## src/rtl/decoder_scan_pkg.sv

```systemverilog
// Shared types and the one-hot helper for the scanning decoder.
// Consumers size-trim the MAX_N-bit result of onehot() to their own width.
package decoder_pkg;

  localparam int MAX_SEL_W = 8;
  localparam int MAX_N     = 2 ** MAX_SEL_W;

  typedef enum logic [1:0] {IDLE, RUN, HALT} scan_state_t;

  function automatic logic [MAX_N-1:0] onehot(input logic [MAX_SEL_W-1:0] idx);
    onehot = {{(MAX_N-1){1'b0}}, 1'b1} << idx;
  endfunction

endpackage

```

## src/rtl/decoder_scan_onehot_dec.sv

```systemverilog
// Combinational SEL_W -> 2**SEL_W one-hot decoder built on decoder_pkg::onehot.
// SEL_W must not exceed decoder_pkg::MAX_SEL_W.
module onehot_dec
  import decoder_pkg::*;
#(
  parameter int SEL_W = 2
) (
  input  logic [SEL_W-1:0]      i_sel,
  output logic [2**SEL_W-1:0]   o_out
);

  localparam int N_OUT = 2 ** SEL_W;

  logic [MAX_SEL_W-1:0] w_idx_ext;
  logic [MAX_N-1:0]     w_full;

  always_comb begin
    w_idx_ext              = '0;
    w_idx_ext[SEL_W-1:0]   = i_sel;
  end

  assign w_full = onehot(w_idx_ext);
  assign o_out  = w_full[N_OUT-1:0];

  // Bits above N_OUT are always zero for an in-range index.
  if (N_OUT < MAX_N) begin : g_pad
    logic [MAX_N-N_OUT-1:0] w_unused_hi;
    assign w_unused_hi = w_full[MAX_N-1:N_OUT];
  end

endmodule

```

## src/rtl/decoder_scan.sv

```systemverilog
// Registered one-hot decoder with load/step scanning (wrap or halt at the end).
// Define DECODER_SCAN_DIR_EN to add the `dir` port for down-stepping.
module decoder_scan
  import decoder_pkg::*;
#(
  parameter int SEL_W = 2,
  parameter int WRAP  = 1
) (
  input  logic               clk,
  input  logic               rst,
  input  logic               en,
  input  logic               load,
  input  logic [SEL_W-1:0]   sel,
  input  logic               step,
`ifdef DECODER_SCAN_DIR_EN
  input  logic               dir,
`endif
  output logic [2**SEL_W-1:0] out,
  output logic [SEL_W-1:0]   idx,
  output logic               active,
  output logic               done,
  output logic [1:0]         o_dbg_state
);

  localparam int N_OUT = 2 ** SEL_W;

  scan_state_t        r_state;
  scan_state_t        w_state_nxt;
  logic [SEL_W-1:0]   r_idx;
  logic [SEL_W-1:0]   w_idx_nxt;
  logic [SEL_W-1:0]   w_idx_step;
  logic [N_OUT-1:0]   r_out;
  logic [N_OUT-1:0]   w_dec;
  logic               r_done;
  logic               w_done_nxt;
  logic               w_dir;
  logic               w_term;

`ifdef DECODER_SCAN_DIR_EN
  assign w_dir = dir;
`else
  assign w_dir = 1'b0;
`endif

  // Modular +/-1 gives wrap-around for free in both directions.
  assign w_term     = w_dir ? (r_idx == '0) : (r_idx == '1);
  assign w_idx_step = w_dir ? (r_idx - 1'b1) : (r_idx + 1'b1);

  onehot_dec #(.SEL_W(SEL_W)) u_dec (
    .i_sel (w_idx_nxt),
    .o_out (w_dec)
  );

  always_ff @(posedge clk) begin
    if (rst) begin
      r_state <= IDLE;
      r_idx   <= '0;
      r_out   <= '0;
      r_done  <= 1'b0;
    end else begin
      r_state <= w_state_nxt;
      r_idx   <= w_idx_nxt;
      r_out   <= (w_state_nxt == RUN) ? w_dec : '0;
      r_done  <= w_done_nxt;
    end
  end

  always_comb begin
    w_state_nxt = r_state;
    w_idx_nxt   = r_idx;
    w_done_nxt  = 1'b0;
    if (en) begin
      if (load) begin
        w_state_nxt = RUN;
        w_idx_nxt   = sel;
      end else if (step && (r_state == RUN)) begin
        w_done_nxt = w_term;
        if (w_term && (WRAP == 0)) begin
          w_state_nxt = HALT;
        end else begin
          w_idx_nxt = w_idx_step;
        end
      end
    end
  end

  always_comb begin
    out         = r_out;
    idx         = r_idx;
    active      = |r_out;
    done        = r_done;
    o_dbg_state = r_state;
  end

endmodule

```

## config.mk

```make
export PLATFORM = sky130hd
export DESIGN_NAME = decoder_scan
export DESIGN_NICKNAME = d
export VERILOG_FILES = /design/src/rtl/decoder_scan_pkg.sv /design/src/rtl/decoder_scan_onehot_dec.sv /design/src/rtl/decoder_scan.sv
export SDC_FILE = /design/constraint.sdc
export NUM_CORES = 1
export LEC_CHECK = 0
export CAP_MARGIN = 20
export CORE_MARGIN = 3
export CORE_UTILIZATION = 30
export CTS_BUF_LIST = sky130_fd_sc_hd__clkbuf_4
export DETAILED_ROUTE_END_ITERATION = 10
export GPL_ROUTABILITY_DRIVEN = 1
export PLACE_DENSITY_LB_ADDON = 0.2
export SYNTH_ARGS = -nofsm -noshare
export SYNTH_HDL_FRONTEND = slang
export SYNTH_HIERARCHICAL = 1
export SYNTH_SLANG_ARGS = --single-unit
```

## constraint.sdc

```tcl
create_clock -name clk -period 1.6 [get_ports clk]
set_input_delay 0.24 -clock clk [delete_from_list [all_inputs] [get_ports clk]]
set_output_delay 0.24 -clock clk [all_outputs]
set_load 0.02 [all_outputs]
```

==> out/qor.csv <==
stage;metric;value;unit
floorplanning;ioPinCount;17;
timing;fin_ws;90.6;ps
floorplanning;start_util;0.344;
timing;worstMarginPinSlew;295;ps
logic_synthesis;syn_area_per_cell;9.38;um2
logic_synthesis;ys_warn_count;6;
routing;drt_iter0_markers;0;
timing;fin_skew;3.93;ps
logic_synthesis;synth_top_area_cell;dfxtp_1;
power_and_ir_drop;leakage;0.000279;uW
floorplanning;coreArea;1200;um2
clocking;root_buffer;clkbuf_4;
global_route;use_met2;0.171;
clocking;cts.reportedPaths.clkPinSlew;60;ps
hold_path;hp-class;reg -> reg;
worst_setup_path;critical_path.max_stage_delay;630;ps
finish;design_area;661;um2
timing;relSlewSlack;0.804;
worst_setup_path;startpoint_type;flop;
timing;max_clock_freq;663;MHz
floorplanning;dieArea;1860;um2
global_route;grt_use_met3;0.0678;
clocking;cts_tree;done;
flow_run;cap_violations;0;
logic_synthesis;ys_ff_latch;9;
worst_setup_path;cpMaxStageDelayCell;clkdlybuf4s50_1;
clocking;clock-sinks;9;
finish;antenna_cells;0;
placed_design;gp_congestion;0.850;
global_route;grt_pass1_wl;1520;um
finish;area_growth;60.0;%
finish;n_fill_cell;122;
placed_design;port_buffers;16;
finish;final_common_cell;clkdlybuf4s50_1;
global_route;busiest_layer;met2;
worst_setup_path;crit_family;buffers and inverters;
routing;remaining_drc_errors;0;
floorplanning;die_h;43.1;um
logic_synthesis;ys.flop_type;dfxtp_1;
clocking;post_cts_buffers;0;
finish;final_cell_mix;15 x clkdlybuf4s50_1, 9 x dfxtp_1, 7 x buf_4;
timing;setup_violations;0;
worst_setup_path;cp-end-kind;primary output;
worst_setup_path;cp.required;1360;ps
routing;ant_nets;0;
logic_synthesis;async_reset_ff_frac;0;
global_route;grt-ovfl-total;0;
worst_setup_path;path_cells;clkdlybuf4s50_1;
placed_design;placed_area;636;um2
logic_synthesis;synth_edf_count;0;
global_route;met1_usage;0.123;
finish;finalNetCount;79;
timing;rsz0062_at_grt;false;
global_route;track_usage;0.115;
logic_synthesis;synth-seq-area-share;0.436;
clocking;clk_latency;260;ps
logic_synthesis;synthDistinctLibCells;24;
clocking;cts_hold_buf;0;
worst_setup_path;critPathBufInv;1;
timing;finalHoldViolCount;0;
finish;drive_gt1_frac;0.243;
routing;num_vias;399;
worst_setup_path;criticalPathCategory;reg -> out;
logic_synthesis;synth_top_area_share;0.436;
clocking;postCtsResizedCells;3;
routing;drt-total-wl;867;um
power_and_ir_drop;pwr_density_cell;822;nW/um2
global_route;grt_max_degree;9;
routing;wire_per_inst;10.3;um
global_route;antenna_found_initial;0;
global_route;grt_pass1_vias;363;
power_and_ir_drop;p_total;543;uW
clocking;htreeDepth;1;
worst_setup_path;worstPathMaxFanout;5;
worst_setup_path;arrival;1270;ps
power_and_ir_drop;ir_drop;0.000463;V
logic_synthesis;syn_nets;52;
routing;via_per_inst;4.75;
routing;drt_pass1_iterations;1;
timing;final.setup.tns;0;ps
logic_synthesis;synth.area.top_cells;dfxtp_1 44%, and2_1 6.1%, and3b_1 4.2%;
clocking;clockBufferDepth;2;
logic_synthesis;netlist_area;413;um2
timing;layout_min_cycle_time;1510;ps
clocking;cts_buffers;3;
placed_design;hpwl;700;um
timing;maxSlewViolCount;0;
timing;fin_crit_sh;0.943;
placed_design;dp_slack;-76.5;ps
floorplanning;die_w;43.1;um
finish;fin_util;0.550;
run_status;status;complete, no violations;
floorplanning;row_count;12;
logic_synthesis;synthCells;44;
layer usage:
metal	wire, um	vias to the layer above	share of wire
met5	0	-	0
met4	17	0	0.020
met3	98	4	0.11
met2	401	18	0.46
met1	350	170	0.40
li1	-	207	-
worst reg2reg max path: stages (launching register included):
cell and delay (ps):
dfxtp_1 340, ha_1 280, nand4_1 110, nand3_1 160, and2b_2 230, and2_1 120
flip-flops by register name, summed over array words and instances, names as in the netlist:
signal       flops
idx              2
out              4
o_dbg_state      2
done             1
power by group:
part / switching, uW / internal [uW]
Clock: 81.0 / 113
Sequential: 6.67 / 233
Combinational: 50.3 / 59.1
final cells by class:
class	count	area, um2	area share
multi-input cells	31	214	0.324
well taps	14	17.5	0.0265
flip-flops and latches	9	180	0.273
repair buffers	23	208	0.314
inverters	3	11.3	0.0170
clock buffers	4	30.0	0.0455
through the flow:
stage,hold slack (ps),cells
floorplan,306,44
global placement,534,80
detailed placement,533,80
CTS,548,84
global route,565,84
finish,543,84
final timing paths:
path | start | to | slack [ps] | depth (start not counted)
max | o_dbg_state[0]$_SDFF_PP0_ | o_dbg_state[0] | 90 | 1
min | o_dbg_state[0]$_SDFF_PP0_ | o_dbg_state[0]$_SDFF_PP0_ | 540 | 2
max reg2reg | idx[0]$_SDFF_PP0_ | out[1]$_SDFF_PP0_ | 250 | 5
min reg2reg | o_dbg_state[0]$_SDFF_PP0_ | o_dbg_state[0]$_SDFF_PP0_ | 540 | 2
logic make-up after synthesis:
family / Yosys count / share of synthesized area
compound gates: 8 / 0.155
fa+ha+maj: 1 / 0.0303
buf+inv: 4 / 0.0455
flops: 9 / 0.436
simple gates: 22 / 0.333
synthesized netlist by cell type (2+ instances only):
master and count:
and2_1 4, a31oi_1 2, nand2b_1 2, and3b_1 2, dfxtp_1 9, nand2_1 2
inv_1 3, nor2b_1 2, nor2_1 2, nand4_1 2
Note: power is estimated with default switching activity, not from simulation.
